`src/rtl/arb_pkg.sv`:
```
// Shared types and defaults for the round-robin bus arbiter.
package arb_pkg;

    localparam int unsigned ARB_N_MASTERS = 4;
    localparam int unsigned ARB_MAX_HOLD  = 16;
    localparam int unsigned ARB_OWNER_W   = $clog2(ARB_N_MASTERS);

    typedef enum logic {
        ARB_IDLE  = 1'b0,
        ARB_OWNED = 1'b1
    } arb_state_e;

    typedef logic [ARB_OWNER_W-1:0] owner_t;

endpackage

```
`src/rtl/rr_pick.sv`:
```
// Combinational round-robin picker: first set request at or after start, wrapping modulo N.
module rr_pick #(
    parameter int unsigned N  = 4,
    parameter int unsigned IW = 2
) (
    input  logic [N-1:0]  req,
    input  logic [IW-1:0] start,
    output logic          valid,
    output logic [IW-1:0] idx
);

    logic [2*N-1:0] dbl;
    logic [N-1:0]   rot;
    logic [IW:0]    sum;

    // Rotate so bit 0 of rot corresponds to the start index.
    assign dbl = {req, req} >> start;
    assign rot = dbl[N-1:0];

    always_comb begin
        valid = 1'b0;
        idx   = '0;
        sum   = '0;
        for (int k = N - 1; k >= 0; k--) begin
            if (rot[k]) begin
                valid = 1'b1;
                sum   = {1'b0, start} + (IW+1)'(k);
                if (sum >= (IW+1)'(N)) begin
                    sum = sum - (IW+1)'(N);
                end
                idx = sum[IW-1:0];
            end
        end
    end

endmodule

```
`src/rtl/bus_arbiter.sv`:
```
// Round-robin bus arbiter with active-low request/grant and MAX_HOLD tenure preemption.
module bus_arbiter
    import arb_pkg::*;
#(
    parameter int unsigned N_MASTERS = ARB_N_MASTERS,
    parameter int unsigned MAX_HOLD  = ARB_MAX_HOLD
) (
    input  logic                         clk,
    input  logic                         rst,
    input  logic [N_MASTERS-1:0]         m_req_,
    output logic [N_MASTERS-1:0]         m_grnt_,
    output logic [$clog2(N_MASTERS)-1:0] owner,
    output logic                         bus_busy,
    output logic                         preempt
);

    localparam int unsigned IW = $clog2(N_MASTERS);
    localparam int unsigned CW = $clog2(MAX_HOLD);
    localparam logic [N_MASTERS-1:0] ONE = N_MASTERS'(1);

    arb_state_e          state;
    logic [IW-1:0]       last_owner;
    logic [CW-1:0]       hold_cnt;
    logic [N_MASTERS-1:0] req;
    logic [N_MASTERS-1:0] cand;
    logic [IW-1:0]       start;
    logic [IW-1:0]       pick_idx;
    logic                pick_valid;
    logic                owner_req;
    logic                expired;
    logic                take;

    assign req       = ~m_req_;
    assign owner_req = req[owner];
    assign expired   = (hold_cnt == CW'(MAX_HOLD - 1));
    assign start     = (last_owner == IW'(N_MASTERS - 1)) ? '0 : last_owner + IW'(1);
    // While owned the current owner is excluded so a release or preemption always moves on.
    assign cand      = (state == ARB_OWNED) ? (req & ~(ONE << owner)) : req;
    assign bus_busy  = ~&m_grnt_;

    rr_pick #(
        .N  (N_MASTERS),
        .IW (IW)
    ) u_rr_pick (
        .req   (cand),
        .start (start),
        .valid (pick_valid),
        .idx   (pick_idx)
    );

    always_comb begin
        take = 1'b0;
        if (state == ARB_IDLE) begin
            take = pick_valid;
        end else if (!owner_req || expired) begin
            take = pick_valid;
        end
    end

    always_ff @(posedge clk) begin
        if (rst) begin
            state      <= ARB_IDLE;
            m_grnt_    <= '1;
            owner      <= '0;
            hold_cnt   <= '0;
            last_owner <= IW'(N_MASTERS - 1);
            preempt    <= 1'b0;
        end else begin
            preempt <= 1'b0;
            if (take) begin
                state      <= ARB_OWNED;
                m_grnt_    <= ~(ONE << pick_idx);
                owner      <= pick_idx;
                last_owner <= pick_idx;
                hold_cnt   <= '0;
                preempt    <= (state == ARB_OWNED) && owner_req;
            end else if (state == ARB_OWNED && !owner_req) begin
                state   <= ARB_IDLE;
                m_grnt_ <= '1;
            end else if (state == ARB_OWNED && !expired) begin
                hold_cnt <= hold_cnt + CW'(1);
            end
        end
    end

endmodule

```
`config.mk`:
```
export PLATFORM = sky130hd
export DESIGN_NAME = bus_arbiter
export DESIGN_NICKNAME = d
export VERILOG_FILES = /design/src/rtl/arb_pkg.sv /design/src/rtl/rr_pick.sv /design/src/rtl/bus_arbiter.sv
export SDC_FILE = /design/constraint.sdc
export NUM_CORES = 1
export LEC_CHECK = 0
export ABC_AREA = 1
export CAP_MARGIN = 25
export CELL_PAD_IN_SITES_DETAIL_PLACEMENT = 1
export CELL_PAD_IN_SITES_GLOBAL_PLACEMENT = 2
export CORE_ASPECT_RATIO = 1.2
export CORE_MARGIN = 5
export CORE_UTILIZATION = 25
export CTS_CLUSTER_SIZE = 14
export DETAILED_ROUTE_END_ITERATION = 8
export GPL_TIMING_DRIVEN = 0
export MAX_ROUTING_LAYER = met4
export PLACE_DENSITY = 0.82
export SLEW_MARGIN = 25
export SYNTH_ARGS = -nofsm -noshare
export SYNTH_HDL_FRONTEND = slang
export SYNTH_SLANG_ARGS = --single-unit
export TNS_END_PERCENT = 20
```
`constraint.sdc`:
```
create_clock -name clk -period 1.6 [get_ports clk]
set_input_delay 0.48 -clock clk [delete_from_list [all_inputs] [get_ports clk]]
set_output_delay 0.48 -clock clk [all_outputs]
set_load 0.05 [all_outputs]
```
* Word level (Yosys, flattened, before mapping)
Cells that the tools add are included.
Operators by class: add/sub/neg operators 9, order comparisons 5, equal/unequal tests 2, shifts and indexed selects 3, multiplexer cells 22, bitwise gates (word level) 6, reduce and logical (&&, ||, !) cells 12
Operators with widths (count):
- $mux 2 | 9
- $mux 4 | 3
- $not 4->4 | 3
- $ge 3x3->1 const B | 3
- $mux 1 | 9
- $shl 1x2->4 const A | 2
- $shr 8x2->4 | 1
- $sub 2x1->2 const B | 4
- $add 2x2->3 const B | 2
- $add 4x1->4 const B | 1
- $and 4x4->4 | 1
- $eq 4x4->1 const B | 1
- $reduce_and 4->1 | 1
- $reduce_or 2->1 | 2
- $add 2x1->3 const B | 1
- $ge 2x3->1 const B | 1
- $logic_and 1x1->1 | 3
- $logic_not 1->1 | 3
- $lt 2x3->1 const B | 1
- $add 2x1->2 const B | 1
- $bmux 1 s2 | 1
- $eq 2x2->1 const B | 1
- $not 1->1 | 2
- $reduce_and 2->1 | 1
- other kinds (2) | 2
Storage, ports and cells: flip-flop bits (word level) 14, bits of input ports 6, output and inout port bits 8, word-level logic and storage cells 65

* Depth between registers and ports, before layout
Gate-level depths: netlist of the first run.
depth in word-level cells 13, mapped depth 14, depth with buffers taken out 14

* Hierarchy
From an unflattened synthesis of the first run, not the netlist that was laid out.
Unflattened totals: cells, all modules 150, area, all modules 1036.0 um^2
By module, submodules not included:
- bus_arbiter | times used 1, cells an instance 104, area each 793.3 um^2
- rr_pick | times used 1, cells an instance 46, area each 242.7 um^2

* Worst setup path after synthesis of the first run
No wires, ideal clock.
path type reg2reg, start point reg owner[0], end point reg m_grnt_[2], setup time 0.122 ns, arrival time 1.746 ns, required time 1.478 ns, setup slack -0.268 ns, stages on the path, launching flop included 11, clock period less this slack 1.868 ns, cell sequence dfxtp_1 buf_6 nor2_1 nand2_1 nand2_1 a21oi_2 nand3_2 nand2_4 o21ai_2 nand3_1 nand3b_1
Between the ends: longest elaborated chain between the ends 12, elaborated cells on any way between the ends 24, those cells by class shift: 3; mux: 14; bitwise: 3; reduce/logical: 4
Ends and longest elaborated chain:
- start, declared | line bus_arbiter.sv:12 | output logic [$clog2(N_MASTERS)-1:0] owner,
- start signal, assigned | line bus_arbiter.sv:73 | owner <= pick_idx;
- $shl 1x2->4 | line bus_arbiter.sv:38 | assign cand = (state == ARB_OWNED) ? (req & ~(ONE << owner)) : req;
- $not 4->4 | line bus_arbiter.sv:38
- $and 4x4->4 | line bus_arbiter.sv:38
- $mux 4 | line bus_arbiter.sv:38
- $shr 8x2->4 | line rr_pick.sv:17 | assign dbl = {req, req} >> start;
- $mux 1 / $mux 2 (equally long branches) (4 in a row) | line rr_pick.sv:25 | if (rot[k]) begin
- $mux 1 / $shl 1x2->4 (equally long branches) | line bus_arbiter.sv:55, bus_arbiter.sv:72
- $mux 1 / $not 4->4 (equally long branches) | line bus_arbiter.sv:53, bus_arbiter.sv:72
- $mux 4 / $reduce_bool 2->1 (equally long branches)
- end signal, assigned | line bus_arbiter.sv:72 | m_grnt_ <= ~(ONE << pick_idx);
- end, declared | line bus_arbiter.sv:11 | output logic [N_MASTERS-1:0] m_grnt_,
Several ways; a longest one is shown, not always the timed one. The select of a mux whose other input is x is not followed. A chain may end at the register's enable or synchronous reset.

* Worst setup path in the final report of the first run
start point reg last_owner[0], end point reg m_grnt_[1]
Between the ends: longest elaborated chain between the ends 12, elaborated cells on any way between the ends 33, those cells by class add/sub: 8; order compare: 4; eq/ne: 1; shift: 2; mux: 16; bitwise: 1; reduce/logical: 1
Ends and longest elaborated chain:
- start, declared | line bus_arbiter.sv:22 | logic [IW-1:0] last_owner;
- start signal, assigned | line bus_arbiter.sv:66 | last_owner <= IW'(N_MASTERS - 1);
- start signal, assigned | line bus_arbiter.sv:74 | last_owner <= pick_idx;
- $add 2x1->2 / $eq 2x2->1 (equally long branches) | line bus_arbiter.sv:36 | assign start = (last_owner == IW'(N_MASTERS - 1)) ? '0 : last_owner + IW'(1);
- $mux 2 * | line bus_arbiter.sv:36
- $add 2x2->3 | line rr_pick.sv:27 | sum = {1'b0, start} + (IW+1)'(k);
- $ge 3x3->1 / $sub 2x1->2 (equally long branches) | line rr_pick.sv:28, rr_pick.sv:29
- $mux 2 | line rr_pick.sv:28 | if (sum >= (IW+1)'(N)) begin
- $mux 2 (4 in a row) | line rr_pick.sv:25
- $shl 1x2->4 | line bus_arbiter.sv:72
- $not 4->4 | line bus_arbiter.sv:72
- $mux 4 | line bus_arbiter.sv:70 | if (take) begin
Mark *: on every way between the ends. The rest lies on a longest branch, timed or not.

==> summary.txt, run 1 <==
Synth
  – Net count after synthesis: around 150
  – Share of synthesized cell area in and, or, nand and nor gates: 43.3%
  – Mapped cell area: around 900 um^2
  – Share of cell area taken by muxes after synthesis: 0%
  – Synthesized netlist cell count: roughly 150
  – Asr flop ratio synth: 0%
  – Sequential-to-total area share from yosys stat: between 30% and 40%
  – Synth Area in Compound Gates: 10.3%
  – Synth warn: 0
  – Post-synthesis cell type count: 22
  – Average size of a mapped cell: roughly 6.3 um^2
  – Number of register bits inferred by synthesis: 14
  – Combinational family with the most area after synthesis: simple AND/OR/NAND/NOR gates
  – Xor-xnor portion of the synthesized cell area: approximately 1.9%
  – Share of synthesized cell area in full adder, half adder and majority cells: roughly 2.7%
  – Main flop type after synthesis: dfxtp_1
  – Number of synthesized flops with an enable pin: 0

Status
  – Result of the run: finished, violations left
  – Failing checks: negative setup slack

Clock tree
  – Number of buffers added to fix hold violations after cts: 0
  – Clock transition at the registers of the reported paths: 0.06 ns
  – Number of sinks on the clock net: 14
  – Worst-Skew Late Latency: roughly 0.24 ns
  – Number of levels the H-tree was split into: 1
  – Number of buffers on the longest clock path: 2
  – Cell chosen for the clock root: clkbuf_8
  – TritonCTS clock tree: built
  – Number of CTS-inserted buffers: 3

Timing
  – Number of pins with negative max-slew slack in the final report: 0
  – Final worst path period need: between 1.5 and 2 ns
  – Setup tns final: -0.588 ns
  – Setup-violating endpoint count in the final report: 7
  – Worst Clk Skew: slightly above 0.0008 ns
  – Post-route clock period utilization: 108%
  – RSZ-0062 raised after global routing: yes
  – Post-route worst setup slack: -0.123 ns
  – Maximum clock rate: 581 MHz
  – Relative slew slack: 67.3%
  – Slew at the pin closest to its max-slew limit: between 0.4 and 0.5 ns
  – Final Hold Vio Count: 0

Floorplan
  – IO Count: 14
  – Core area: around 3600 um^2
  – X dimension of the die: 65.2 um
  – Die Outline Area: between 4000 and 5000 um^2
  – Vertical extent of the die: roughly 76 um
  – Effective utilization at floorplan: approximately a quarter
  – # rows: 24

Detailed routing
  – DR iter-0 viols: 21
  – DRT antenna net count: 0
  – Detailed-route vias per instance: 4.73
  – Final WL: between 2000 and 3000 um
  – Count of TritonRoute iterations in the first routing pass: 3
  – DRC Markers: 0
  – Via count: roughly 1000
  – Wire length per cell: 13.6 um

Finish
  – Inserted Diodes: 0
  – Fraction of layout cells with a size suffix above 1: a little under half
  – Area added between synthesis and finish: 58.9%
  – Fill cell instance count of the final layout: roughly 460
  – Net count, final: about 180
  – Final cell count without fillers: roughly 210

Setup path
  – Cells traversed along the worst timing path: ha_4 -> nor2_4 -> nand3_2 -> nand2_2 -> nand2_2 -> nand2_2 -> nand2_1 -> nand2_1 -> inv_1 -> nand2_2 -> nand3_2 -> nand2_2 -> nand3_1
  – Worst Path Class, Setup: reg -> reg
  – CP endpoint kind: flop
  – Crit path top cell by count: nand2_2
  – Critical Path Start Type: flop
  – Required time worst endpoint: between 1.5 and 2 ns
  – Worst path max stage delay: around 0.35 ns
  – Maximum fanout encountered on the critical timing path: 5
  – Library cell contributing the largest single delay on the critical path: dfxtp_4
  – Worst EP arrival: between 1.5 and 2 ns

Global route
  – Vias in the first global route: ~1100
  – Antenna violations before repair: 0
  – First-pass GRT wire length: 4840 um
  – All-Layer GR Usage: between 10% and 20%
  – Sum of overflow across all layers after global routing: 0
  – Pin count of the biggest net entering global routing: 10

Power
  – Leakage component of the power: roughly 0.7 nW
  – Pwr/cell area: around 2300 nW/um^2
  – Worst ir drop on vdd: a little over 0.0009 V

Placed design
  – Half-perimeter wire length after detailed placement: approximately 2100 um
  – Total placed cells including tap cells: between 150 and 200
  – Routability congestion estimate from global placement: between 0.7 and 0.8
  – Post-placement worst setup slack: -0.682 ns
  – I/O Buffers: 13

Worst hold path
  – Hold WC Path Type: reg -> reg

Job
  – # Max-Cap Violations: 0
## flip-flops by register name (all words and copies together), names as in the netlist
| name | flops |
|---|---|
| state | 1 |
| hold_cnt | 4 |
| preempt | 1 |
| owner | 2 |
| last_owner | 2 |
| m_grnt_ | 4 |
## through the flow
step | hold WS (ns) | utilization, % | cell area (um^2) | power [mW]
after floorplan | 0.434 | - | 933 | 1.81
after global placement | 0.461 | 31.1 | 1110 | 2.20
after detailed placement | 0.463 | 31.1 | 1110 | 2.26
after CTS | 0.493 | 38.3 | 1370 | 3.09
after global routing | 0.517 | 40.6 | 1450 | 3.63
final | 0.475 | 40.6 | 1450 | 3.38
## power breakdown
group | internal, mW | leakage, nW | switching, mW | total (mW)
Sequential | 0.463 | 0.115 | 0.0824 | 0.545
Clock | 0.218 | 0.0288 | 0.127 | 0.345
Combinational | 0.918 | 0.556 | 1.57 | 2.49
## cell usage after synthesis (2+ instances only)
library cell | count | share of area [%]
o21ai_1 | 2 | 1.1
nand2_1 | 43 | 18
inv_1 | 23 | 9.5
ha_1 | 2 | 2.7
nand3_1 | 26 | 14
nor2_1 | 9 | 3.7
o21ai_0 | 5 | 2.7
a21oi_1 | 2 | 1.1
nand3_2 | 2 | 2.2
o211ai_1 | 3 | 2.5
o21ai_2 | 2 | 1.9
nand3b_1 | 2 | 1.6
dfxtp_1 | 14 | 31
xor2_1 | 2 | 1.9
## cells by family after synthesis
group / count (synthesis)
adder cells (fa/ha/maj): 2
flip-flops: 14
buffers and inverters: 25
AND/OR/NAND/NOR: 87
XOR/XNOR: 2
AO/OA/AOI/OAI: 15
## placed cells by master (no fill, tap or decap), types with 4 or more instances in the layout
cell,n
o21ai_1,4
clkbuf_8,4
dfxtp_2,6
buf_4,9
dlygate4sd2_1,5
nand2_2,16
nor2_1,6
nand2_1,20
nand2_4,8
o21ai_2,4
dfxtp_1,5
nand3_2,11
nand3_1,16
inv_1,20
## path summary, 6_finish.rpt
path                      start       endpoint  slack (ns)  cells after the start
hold reg to reg   last_owner[1]  last_owner[1]        0.48                      2
setup / recovery  last_owner[0]     m_grnt_[1]       -0.12                     13
hold / removal    last_owner[1]  last_owner[1]        0.48                      2
setup reg to reg  last_owner[0]     m_grnt_[1]       -0.12                     13
## per-layer routing
layer | track usage (%) | up-vias | share of wire [%]
li1 | - | 518 | -
met1 | 12.6 | 471 | 39
met2 | 22.9 | 6 | 58
met3 | 1.77 | 4 | 0.94
met4 | 6.43 | 0 | 1.9
met5 | - | - | 0
## worst max-delay path: cells and delay by family (launching register included)
kind / cells / cell delay (ns)
fa+ha+maj: 1 / 0.17
buf+inv: 1 / 0.04
flops: 1 / 0.35
simple gates: 11 / 1.02
## area by class of cell
class                   count  area, um^2  share of cell area, %
well taps                  39        48.8                   3.36
plain buffers               1        11.3                  0.776
repair buffers             23         190                   13.1
clock buffers               4        55.1                   3.79
flip-flops and latches     14         299                   20.6
inverters                  24        92.6                   6.38
multi-input cells         106         754                   52.0
## repair_timing
item | 4_1_cts | 5_1_grt
setup buffers | 7 | 3
pin swaps | 15 | 13
endpoints found under the setup margin | 21 | 18
resized for setup | 66 | 25
No activity file was read; power rests on OpenSTA's default activity.
==> run 2, diff against run 1 <==
--- a/config.mk
+++ b/config.mk
@@ -6,7 +6,7 @@
 export NUM_CORES = 1
 export LEC_CHECK = 0
 export ABC_AREA = 1
-export CAP_MARGIN = 25
+export CAP_MARGIN = 0
 export CELL_PAD_IN_SITES_DETAIL_PLACEMENT = 1
 export CELL_PAD_IN_SITES_GLOBAL_PLACEMENT = 2
 export CORE_ASPECT_RATIO = 1.2
@@ -17,6 +17,7 @@
 export GPL_TIMING_DRIVEN = 0
 export MAX_ROUTING_LAYER = met4
 export PLACE_DENSITY = 0.82
+export SETUP_SLACK_MARGIN = 0.05
 export SLEW_MARGIN = 25
 export SYNTH_ARGS = -nofsm -noshare
 export SYNTH_HDL_FRONTEND = slang
==> run 2 against run 1 <==
Effect of this change: the run still ends with negative setup slack left; power hardly changed; utilization is 1.5 points higher; fmax is 2.1% lower; critical endpoint is now m_grnt_[0]; largest cell class unchanged; highest routed layer unchanged.
==> summary.txt, run 2 (synthesis gave the netlist of run 1 again) <==
Status
  – Result of the run: finished, violations left
  – Failing checks: negative setup slack

Detailed routing
  – Wire length per cell: 14.0 um
  – Via count: between 1000 and 1500
  – Sum of met3 wire segment lengths after detailed routing: about 32 um
  – DRC Markers: 0
  – Detailed-route vias per instance: around 4.8
  – DRT antenna net count: 0
  – Count of TritonRoute iterations in the first routing pass: 4
  – Final WL: between 3000 and 4000 um
  – Top Layer Used: met4
  – DR iter-0 viols: 26
  – Routed met1 length: about 1200 um
  – Met2 wirelength from detailed routing: between 1500 and 2000 um

Clock tree
  – Clock transition at the registers of the reported paths: approximately 0.060 ns
  – Number of levels the H-tree was split into: 1
  – Number of buffers on the longest clock path: 2
  – Cell chosen for the clock root: clkbuf_8
  – Number of sinks on the clock net: 14
  – Worst-Skew Late Latency: 0.25 ns
  – TritonCTS clock tree: built
  – Number of CTS-inserted buffers: 3

Setup path
  – CP endpoint kind: flop
  – Maximum fanout encountered on the critical timing path: 8
  – Slack of the worst reg-to-reg path: -0.16 ns
  – Required time worst endpoint: ~1.7 ns
  – Worst EP arrival: roughly 1.9 ns
  – Worst Path Class, Setup: reg -> reg
  – Critical Path Start Type: flop

Timing
  – Worst hold-check slack: roughly 0.49 ns
  – Number of pins with negative max-slew slack in the final report: 0
  – Worst Clk Skew: ~0.0033 ns
  – RSZ-0062 raised after global routing: yes
  – Post-route worst setup slack: -0.159 ns
  – Final worst path period need: approximately 1.8 ns
  – Post-route clock period utilization: 110%
  – Final Hold Vio Count: 0
  – Slew at the pin closest to its max-slew limit: ~0.37 ns
  – Setup-violating endpoint count in the final report: 10
  – Relative slew slack: between 70 and 80%
  – Maximum clock rate: 568 MHz
  – Setup tns final: -1.10 ns

Floorplan
  – Die Outline Area: between 4000 and 5000 um^2
  – IO Count: 14
  – Core area: between 3000 and 4000 um^2
  – Vertical extent of the die: 76.2 um
  – X dimension of the die: ~65 um
  – # rows: 24
  – Effective utilization at floorplan: between 20% and 30%

Power
  – Pwr/cell area: 2250 nW/um^2
  – Leakage component of the power: slightly above 0.7 nW
  – Worst ir drop on vdd: around 0.00075 V

Finish
  – Fill cell instance count of the final layout: between 400 and 500
  – Highest-count cells in the layout ignoring fill and taps: 23 x nand2_1, 17 x inv_1, 16 x nand2_2, 16 x nand3_1, 13 x buf_4
  – Total non-filler cell area in the finished layout: ~1500 um^2
  – Fraction of layout cells with a size suffix above 1: between 50 and 60%
  – Area added between synthesis and finish: 64.8%
  – Commonest non-fill, non-tap cell in the layout: nand2_1
  – Inserted Diodes: 0
  – Biggest registers after layout: hold_cnt x4, m_grnt_ x4
  – Net count, final: 187
  – Utilization after layout: between 40% and 50%

Global route
  – Vias in the first global route: around 1200
  – First-pass GRT wire length: about 5300 um
  – All-Layer GR Usage: 13.6%
  – Pin count of the biggest net entering global routing: 10
  – Sum of overflow across all layers after global routing: 0
  – Antenna violations before repair: 0

Placed design
  – Half-perimeter wire length after detailed placement: about 2100 um
  – I/O Buffers: 13
  – Post-placement worst setup slack: -0.632 ns
  – Routability congestion estimate from global placement: 0.728
  – Total cell area at the placement stage: 1140 um^2

Job
  – # Max-Cap Violations: 0

Worst hold path
  – Hold WC Path Type: reg -> reg
-- run 2: cell types whose count changed in the layout (fill, tap and decap cells not counted), sizes merged --
cell           delta
dlygate4sd2       -1
clkbuf            -2
clkdlybuf4s15     +3
buf               +6
-- run 2: final timing paths --
path | to | cells past startpoint | from
setup / recovery | m_grnt_[0] | 11 | last_owner[0]
hold / removal | hold_cnt[1] | 2 | hold_cnt[1]
setup reg to reg | m_grnt_[0] | 11 | last_owner[0]
hold reg to reg | hold_cnt[1] | 2 | hold_cnt[1]
-- run 2: what timing repair did --
| action | CTS | global route |
|---|---|---|
| setup endpoints to repair | 22 | 15 |
| buffers inserted | 12 | 4 |
| pin swaps | 21 | 11 |
| gates resized for setup | 68 | 20 |
| hold buffers | 0 | 0 |
-- run 2: worst max-delay path, stage by stage, from the launching register on --
cell and delay, ns:
dfxtp_4 0.35, ha_4 0.16, nor2_4 0.19, buf_6 0.14, nand3_4 0.09, nand2_4 0.10
nor2_4 0.04, nand2_2 0.08, nand2_4 0.09, o21ai_4 0.14, o21ai_1 0.10, nand3b_1 0.16
-- run 2: report_power, final --
part	internal [mW]	switching, mW
clock network	0.218	0.143
logic	0.962	1.51
registers	0.462	0.0860
-- run 2: metal layers --
layer,GRT usage [%],vias to the layer above
li1,-,528
met1,14.5,505
met2,25.1,6
met3,1.33,2
met4,4.98,0
met5,-,-
-- run 2: area by class of cell --
cell class	count	area, um^2	area share [%]
flip-flops and latches	14	299	19.9
repair buffers	29	260	17.3
plain buffers	1	11.3	0.748
clock buffers	4	55.1	3.66
inverters	24	90.1	5.99
multi-input cells	106	741	49.2
well taps	39	48.8	3.24
-- run 2: through the flow --
stage	power [mW]	instances
2_1_floorplan	1.87	145
5_1_grt	3.68	217
4_1_cts	3.13	213
3_3_place_gp	2.26	197
6_report	3.39	217
3_5_place_dp	2.31	197
